[src/rtl/snell_numerator.sv]
// Snell numerator: y = n1 * sin(theta) in Q3.10, using a 91-entry sine ROM and an 11-step shift-add multiply.
// Latency: start sampled at edge E0 -> valid high for one cycle after edge E0+12 (the error path has the same timing).
// Backpressure: none; start is only taken in IDLE, and start while busy is dropped. Build option SNELL_ROUND_EN selects round-half-up instead of truncation.
module snell_numerator #(
  parameter int W       = 13,
  parameter int ANG_W   = 7,
  parameter int MAX_ANG = 90
) (
  input  logic             clk,
  input  logic             rst,
  input  logic             start,
  input  logic [ANG_W-1:0] theta,
  input  logic [W-1:0]     n1,
  output logic             busy,
  output logic             valid,
  output logic             ang_err,
  output logic [W-1:0]     y
);

  localparam int FRAC = 10;
  localparam int SW   = 11;
  localparam int AW   = 24;
  localparam logic [3:0]       LAST_BIT = 4'(FRAC);
  localparam logic [ANG_W-1:0] MAX_A    = ANG_W'(MAX_ANG);
`ifdef SNELL_ROUND_EN
  localparam logic [AW-1:0] RND = AW'(1) << (FRAC - 1);
`else
  localparam logic [AW-1:0] RND = '0;
`endif

  typedef enum logic [1:0] {IDLE, LOOKUP, MUL} state_t;

  state_t           state_q, state_d;
  logic [W-1:0]     n1_q, n1_d;
  logic [ANG_W-1:0] theta_q, theta_d;
  logic             err_q, err_d;
  logic [SW-1:0]    sine_q, sine_d;
  logic [AW-1:0]    acc_q, acc_d;
  logic [3:0]       cnt_q, cnt_d;
  logic [W-1:0]     y_q, y_d;
  logic             valid_q, valid_d;
  logic             ang_err_q, ang_err_d;
  logic             busy_q, busy_d;
  logic [AW-1:0]    addend;
  logic [AW-1:0]    acc_sum;

  // round(sin(a deg) * 1024); out-of-range angles read as zero
  function automatic logic [SW-1:0] sine_rom(input int unsigned a);
    logic [SW-1:0] r;
    case (a)
      0: r = 11'd0;     1: r = 11'd18;    2: r = 11'd36;    3: r = 11'd54;    4: r = 11'd71;
      5: r = 11'd89;    6: r = 11'd107;   7: r = 11'd125;   8: r = 11'd143;   9: r = 11'd160;
      10: r = 11'd178;  11: r = 11'd195;  12: r = 11'd213;  13: r = 11'd230;  14: r = 11'd248;
      15: r = 11'd265;  16: r = 11'd282;  17: r = 11'd299;  18: r = 11'd316;  19: r = 11'd333;
      20: r = 11'd350;  21: r = 11'd367;  22: r = 11'd384;  23: r = 11'd400;  24: r = 11'd416;
      25: r = 11'd433;  26: r = 11'd449;  27: r = 11'd465;  28: r = 11'd481;  29: r = 11'd496;
      30: r = 11'd512;  31: r = 11'd527;  32: r = 11'd543;  33: r = 11'd558;  34: r = 11'd573;
      35: r = 11'd587;  36: r = 11'd602;  37: r = 11'd616;  38: r = 11'd630;  39: r = 11'd644;
      40: r = 11'd658;  41: r = 11'd672;  42: r = 11'd685;  43: r = 11'd698;  44: r = 11'd711;
      45: r = 11'd724;  46: r = 11'd737;  47: r = 11'd749;  48: r = 11'd761;  49: r = 11'd773;
      50: r = 11'd784;  51: r = 11'd796;  52: r = 11'd807;  53: r = 11'd818;  54: r = 11'd828;
      55: r = 11'd839;  56: r = 11'd849;  57: r = 11'd859;  58: r = 11'd868;  59: r = 11'd878;
      60: r = 11'd887;  61: r = 11'd896;  62: r = 11'd904;  63: r = 11'd912;  64: r = 11'd920;
      65: r = 11'd928;  66: r = 11'd935;  67: r = 11'd943;  68: r = 11'd949;  69: r = 11'd956;
      70: r = 11'd962;  71: r = 11'd968;  72: r = 11'd974;  73: r = 11'd979;  74: r = 11'd984;
      75: r = 11'd989;  76: r = 11'd994;  77: r = 11'd998;  78: r = 11'd1002; 79: r = 11'd1005;
      80: r = 11'd1008; 81: r = 11'd1011; 82: r = 11'd1014; 83: r = 11'd1016; 84: r = 11'd1018;
      85: r = 11'd1020; 86: r = 11'd1022; 87: r = 11'd1023; 88: r = 11'd1023; 89: r = 11'd1024;
      90: r = 11'd1024;
      default: r = '0;
    endcase
    return r;
  endfunction

  // partial product for the current sine bit, LSB first
  always_comb begin
    addend  = sine_q[cnt_q] ? ({{(AW-W){1'b0}}, n1_q} << cnt_q) : '0;
    acc_sum = acc_q + addend;
  end

  // next-state and datapath control
  always_comb begin
    state_d   = state_q;
    n1_d      = n1_q;
    theta_d   = theta_q;
    err_d     = err_q;
    sine_d    = sine_q;
    acc_d     = acc_q;
    cnt_d     = cnt_q;
    y_d       = y_q;
    ang_err_d = ang_err_q;
    busy_d    = busy_q;
    valid_d   = 1'b0;
    case (state_q)
      IDLE: begin
        if (start) begin
          n1_d    = n1;
          theta_d = theta;
          err_d   = theta > MAX_A;
          busy_d  = 1'b1;
          state_d = LOOKUP;
        end
      end
      LOOKUP: begin
        // Bad angles also pass through here with a zero sine so both paths share one latency.
        sine_d  = err_q ? '0 : sine_rom(32'(theta_q));
        acc_d   = '0;
        cnt_d   = '0;
        state_d = MUL;
      end
      MUL: begin
        acc_d = acc_sum;
        cnt_d = cnt_q + 4'd1;
        if (cnt_q == LAST_BIT) begin
          // acc never reaches bit 23, so dropping the top bit after the shift loses nothing
          y_d       = W'((acc_sum + RND) >> FRAC);
          valid_d   = 1'b1;
          ang_err_d = err_q;
          busy_d    = 1'b0;
          state_d   = IDLE;
        end
      end
      default: state_d = IDLE;
    endcase
  end

  // state and datapath registers, cleared asynchronously
  always_ff @(posedge clk or negedge rst) begin
    if (!rst) begin
      state_q   <= IDLE;
      n1_q      <= '0;
      theta_q   <= '0;
      err_q     <= 1'b0;
      sine_q    <= '0;
      acc_q     <= '0;
      cnt_q     <= '0;
      y_q       <= '0;
      valid_q   <= 1'b0;
      ang_err_q <= 1'b0;
      busy_q    <= 1'b0;
    end else begin
      state_q   <= state_d;
      n1_q      <= n1_d;
      theta_q   <= theta_d;
      err_q     <= err_d;
      sine_q    <= sine_d;
      acc_q     <= acc_d;
      cnt_q     <= cnt_d;
      y_q       <= y_d;
      valid_q   <= valid_d;
      ang_err_q <= ang_err_d;
      busy_q    <= busy_d;
    end
  end

  assign busy    = busy_q;
  assign valid   = valid_q;
  assign ang_err = ang_err_q;
  assign y       = y_q;

endmodule

[config.mk]
export PLATFORM = sky130hd
export DESIGN_NAME = snell_numerator
export DESIGN_NICKNAME = d
export VERILOG_FILES = /design/src/rtl/snell_numerator.sv
export SDC_FILE = /design/constraint.sdc
export NUM_CORES = 1
export LEC_CHECK = 0
export ABC_AREA = 1
export CORE_AREA = 10 10 159 124
export CTS_BUF_LIST = sky130_fd_sc_hd__clkbuf_16
export CTS_CLUSTER_SIZE = 10
export DETAILED_ROUTE_END_ITERATION = 6
export DIE_AREA = 0 0 169 134
export PLACE_DENSITY = 0.54
export SKIP_CTS_REPAIR_TIMING = 1
export SLEW_MARGIN = 20
export SYNTH_ARGS = -nofsm -noshare
export SYNTH_HDL_FRONTEND = slang
export SYNTH_SLANG_ARGS = --single-unit
export TNS_END_PERCENT = 20
[constraint.sdc]
create_clock -name clk -period 3.4 [get_ports clk]
set_input_delay 0.85 -clock clk [delete_from_list [all_inputs] [get_ports clk]]
set_output_delay 0.85 -clock clk [all_outputs]
set_load 0.01 [all_outputs]
## After elaboration in Yosys (flattened, before gate mapping)

Memories as Yosys holds them, arrays and structs flattened.
Index checks and enable logic that the tools add are counted.

| word-level totals | value |
|---|---|
| flip-flop bits (word level) | 78 |
| memory bits (read-only) | 1,408 |
| bits of input ports | 23 |
| memories kept | 1 |

| cells by class | value |
|---|---|
| add/sub/neg operators | 2 |
| magnitude comparators | 2 |
| equal/unequal tests | 5 |
| shift-type cells | 1 |
| mux-type cells | 14 |
| reductions and logical operators | 7 |

Memory list:

| name | words | bits a word | read ports | clocked after Yosys merged registers in | write ports | RTL line | text |
|---|---|---|---|---|---|---|---|
| (name not given) | 128 | 11 | 1 | 0 | 0 | 50 | `case (a)` |

Operators with widths:

| operator | number |
|---|---|
| $pmux 24 s2 | 1 |
| $add 24x24->24 | 1 |
| $mux 24 | 1 |
| $shl 13x4->24 | 1 |
| $mux 11 | 1 |
| $pmux 4 s2 | 1 |
| $gt 7x7->1 const B | 1 |
| $pmux 2 s3 | 1 |
| $reduce_and 2->1 | 3 |
| $lt 4x5->1 const B | 1 |
| $mux 1 | 5 |
| $add 4x1->4 const B | 1 |
| $bmux 1 s4 | 1 |
| $eq 4x4->1 const B | 1 |
| $mux 2 | 2 |
| $ne 2x2->1 const B | 2 |
| $reduce_bool 2->1 | 2 |
| $reduce_and 3->1 | 1 |
| $eq 2x1->1 const B | 1 |
| $eq 2x2->1 const B | 1 |
| $logic_not 2->1 | 1 |
| $pmux 1 s2 | 1 |

## Depth between registers and ports, before layout

| logic depth | value |
|---|---|
| word-level depth | 5 |
| depth in mapped cells | 24 |
| depth with buffers taken out | 23 |

## Worst setup path after synthesis

Ideal clock, no wire load.

| path | value |
|---|---|
| path kind | register to register |
| start point | register cnt_q[0] |
| end point | register acc_q[14] |
| arrival time | 2,642 ps |
| required time | 3,282 ps |
| slack | 640 ps |
| stages on the path, launching flop included | 22 |
| period minus slack after synthesis | 2,760 ps |
| cell sequence | dfrtp_1 > buf_4 > nor2_1 > nor2_1 > o21ai_1 > nand2_1 > nand2_1 > o21ai_2 > nand2_2 > buf_6 > nor2_1 > ha_1 > fa_1 > nand2_1 > nand3_1 > nand3_1 > nand2_1 > nand2_1 > nand3_1 > or2_2 > nand3_1 > nand2_1 |

| between the ends | value |
|---|---|
| longest elaborated chain between the ends | 5 |
| elaborated cells between the ends (all ways) | 6 |
| classes of those cells | add/sub (1); shift (1); mux (4) |

Ends and longest elaborated chain:

| element | RTL line | text |
|---|---|---|
| from (decl) | 39 | `logic [3:0] cnt_q, cnt_d;` |
| from (signal assigned) | 148 | `cnt_q <= cnt_d;` |
| $bmux 1 s4 | 77 | `addend = sine_q[cnt_q] ? ({{(AW-W){1'b0}}, n1_q} << cnt_q) : '0;` |
| $mux 1 (implied by the code) | 77 |  |
| $mux 24 * | 77 |  |
| $add 24x24->24 * | 78 | `acc_sum = acc_q + addend;` |
| $pmux 24 s2 * | 94 | `case (state_q)` |
| to (signal assigned) | 135 | `acc_q <= '0;` |
| to (signal assigned) | 147 | `acc_q <= acc_d;` |
| to (decl) | 38 | `logic [AW-1:0] acc_q, acc_d;` |

Every way passes the cells marked *; elsewhere a longest branch is shown, timed or not. The select of a mux whose other input is x is not followed.
A chain may end at the register's enable or synchronous reset.

## Worst setup path after layout

| path | value |
|---|---|
| start point | register cnt_q[1] |
| end point | register acc_q[17] |

Same word-level chain as after synthesis.

==> flow_summary.yaml <==
finish:
  nets: 1145
  diodes: 0
  area_growth_pct: 14.4
  drive_gt1_share_pct: 5.53
  finish.instance_area_um2: 7430
routing:
  initialDrtViolationCount: 677
  ant_nets: 0
  wire_per_inst_um: 16.4
  viasPerCell: 5.11
  drc_errors: 0
  via_count: 6638
  drt_wl_total_um: 21300
  dr.pass1.iters: 5
synth:
  netlist.area_leader.share_pct: 29.6
  avgSynthCellArea_um2: 6.21
  synth_nets: 1111
  synth-seq-area-share_pct: 29.6
  netlist_instances: 1047
  yosysTopAreaCell: "dfrtp_1"
  synth.cell_area_um2: 6500
  ys_types: 42
  yosysWarnings: 0
  ys_seq_elements: 77
  netlist_top_cells_area: "dfrtp_1, nand2_1, ha_1, nand3_1, inv_1"
pwr:
  pwr-share-clk_pct: 15.1
  p_total_mw: 6.45
  p_int_mw: 3.02
  power.density_nw_per_um2: 867
  switching_power_mw: 3.43
  ir_drop_mv: 0.419
  seqPwrFrac_pct: 23.0
  switching_share_pct: 53.2
  pwr-share-comb_pct: 61.9
  p_leak_nw: 3.99
global_route:
  grt_pass1_vias: 6133
  antenna_found_initial: 0
  grt_start_max_net_pins: 78
  grt_usage_pct: 18.8
  grt_first_pass_wirelength_um: 34200
  overflow: 0
sta:
  timing.setup.tns_ps: 0
  hold_viol: 0
  max_freq_ghz: 0.326
  slew_headroom_pct: 50.7
  worst_pin_slew_ps: 739
  drv_slew: 0
  rsz0062_at_grt: "no"
  finClkSkew_ps: 8.07
  whs_ps: 482
  setup_viol: 0
  min_period_over_period_pct: 90.1
  post-route-min-period_ps: 3060
clocking:
  cts_htree_levels: 3
  clockRootBuffer: "clkbuf_16"
  path_clk_slew_ps: 60
  numCtsBuffers: 9
  clk_latency_ps: 340
  cts_tree: "built"
  clockBufferDepth: 2
  clkSinkCount: 77
floorplan:
  core_um2: 16600
  die_x_um: 169
  die_h_um: 134
  initial_core_util_pct: 39.2
  dieArea_um2: 22600
  placementRows: 41
  ios: 39
placement:
  place.gp.congestion: 0.947
  post_dp_cell_area_um2: 7130
  place_hpwl_um: 16300
  place.port_buffers: 38
setup_path:
  cp-start-kind: "flop"
  cp_cell_sequence: "inv_4, buf_4, o21ai_1, nor2_1, a31oi_1, o22ai_2, ha_1, nand2_1, nor2_1, and2_1, nand4_1, nand3_1, nand2_1, nand3_1, nand2_1"
  cp-end-kind: "flop"
  critical_path.max_stage_delay_ps: 460
  r2r_slack_ps: 340
  required_ps: 3630
  cp_common_cell: "nand2_1"
  cp_slowest_cell: "dfrtp_2"
  reg2reg_to: "acc_q[17]"
  critPathKind: "flop to flop"
  crit_arrival_ps: 3300
  r2r_cells: 15
  r2r-start: "cnt_q[1]"
  crit_fanout: 16
worst_hold_path:
  hold_path.class: "flop to flop"
  hold_depth: 2
  hold_end: "y[0]"
  hold_start: "y[0]"
flow_run:
  max_cap_viol_count: 0
status:
  status: "complete, no violations"
## worst max-delay path by stage
stage | startpoint | end
after global placement | cnt_q[1] | y[7]
after detailed placement | cnt_q[1] | y[8]
after CTS | cnt_q[1] | y[7]
after floorplan | cnt_q[0] | acc_q[14]
final | cnt_q[1] | acc_q[17]
after global routing | cnt_q[0] | y[9]
## power groups by stage
stage | registers, mW | clock network (mW) | logic (mW)
finish | 1.48 | 0.973 | 3.99
global route | 1.52 | 1.04 | 4.48
CTS | 1.48 | 0.996 | 3.91
detailed placement | 1.49 | 0 | 3.90
global placement | 1.49 | 0 | 3.95
floorplan | 1.37 | 0 | 2.91
## layout make-up
cell class	instances	area [um^2]
multi-input cells	823	3980
clock inverters	6	63.8
clock buffers	9	225
fillers	1780	9140
well taps	215	269
inverters	111	422
flip-flops and latches	77	1930
repair buffers	59	548
## synth_stat cells (all sizes together)
master / instances
nand2: 420
inv: 108
nand3: 85
nor2: 84
o21ai: 81
dfrtp: 77
a21oi: 46
ha: 40
buf: 26
nand4: 11
clkbuf: 10
nor3: 9
o22ai: 9
and2: 7
o211ai: 7
a31oi: 4
o21bai: 4
clkinv: 3
or2: 3
a22o: 2
nand3b: 2
xnor2: 2
a211oi: 1
a22oi: 1
and3: 1
fa: 1
mux2i: 1
nor4: 1
o31ai: 1
## worst max-delay path: cells and delay by family (launching register included)
family	cells	cell delay, ps
adder cells (fa/ha/maj)	1	410
AND/OR/NAND/NOR	9	1190
buffers and inverters	2	290
flip-flops	1	460
AO/OA/AOI/OAI	3	600
## cells in the final DEF, fill, tap and decap left out, types with 5 or more instances in the layout
master             n
inv_1            101
inv_2              5
o211ai_1           7
nor2_1            81
clkdlybuf4s50_1   37
and2_1             7
buf_4             21
o21ai_0           65
clkbuf_16          9
nand2_1          418
o21ai_1           15
nand4_1           10
nand3_1           84
dfrtp_1           76
ha_1              40
nor3_1             9
a21oi_1           44
o22ai_1            7
## kinds of logic after synthesis
| family | Yosys count | share of synthesized area, % |
|---|---|---|
| mux | 1 | 0.154 |
| simple gates | 623 | 39.3 |
| buf+inv | 147 | 9.26 |
| compound gates | 156 | 13.3 |
| flops | 77 | 29.6 |
| fa+ha+maj | 41 | 8.01 |
| xor+xnor | 2 | 0.270 |
## registers in the layout, summed over array words and instances (netlist names)
signal and count:
acc_q 23, ang_err 1, busy 1, cnt_q 4, err_q 1, n1_q 13
sine_q 11, state_q 2, theta_q 7, valid 1, y 13
## per-stage QoR
step | util [%] | instances | setup WS (ps)
global placement | 43.0 | 1285 | 317
CTS | 44.8 | 1300 | 314
finish | 44.9 | 1300 | 336
floorplan | - | 1047 | 640
global route | 44.9 | 1300 | 14.1
detailed placement | 43.0 | 1285 | 324
## metal layers
layer | vias to the layer above | share of wire, % | GRT usage, %
met5 | - | 0 | 0
met2 | 223 | 37 | 23.7
met3 | 8 | 8.5 | 5.61
met4 | 0 | 0.45 | 2.58
met1 | 2983 | 54 | 30.1
li1 | 3424 | - | -
Power figures use the tool's default switching activity.
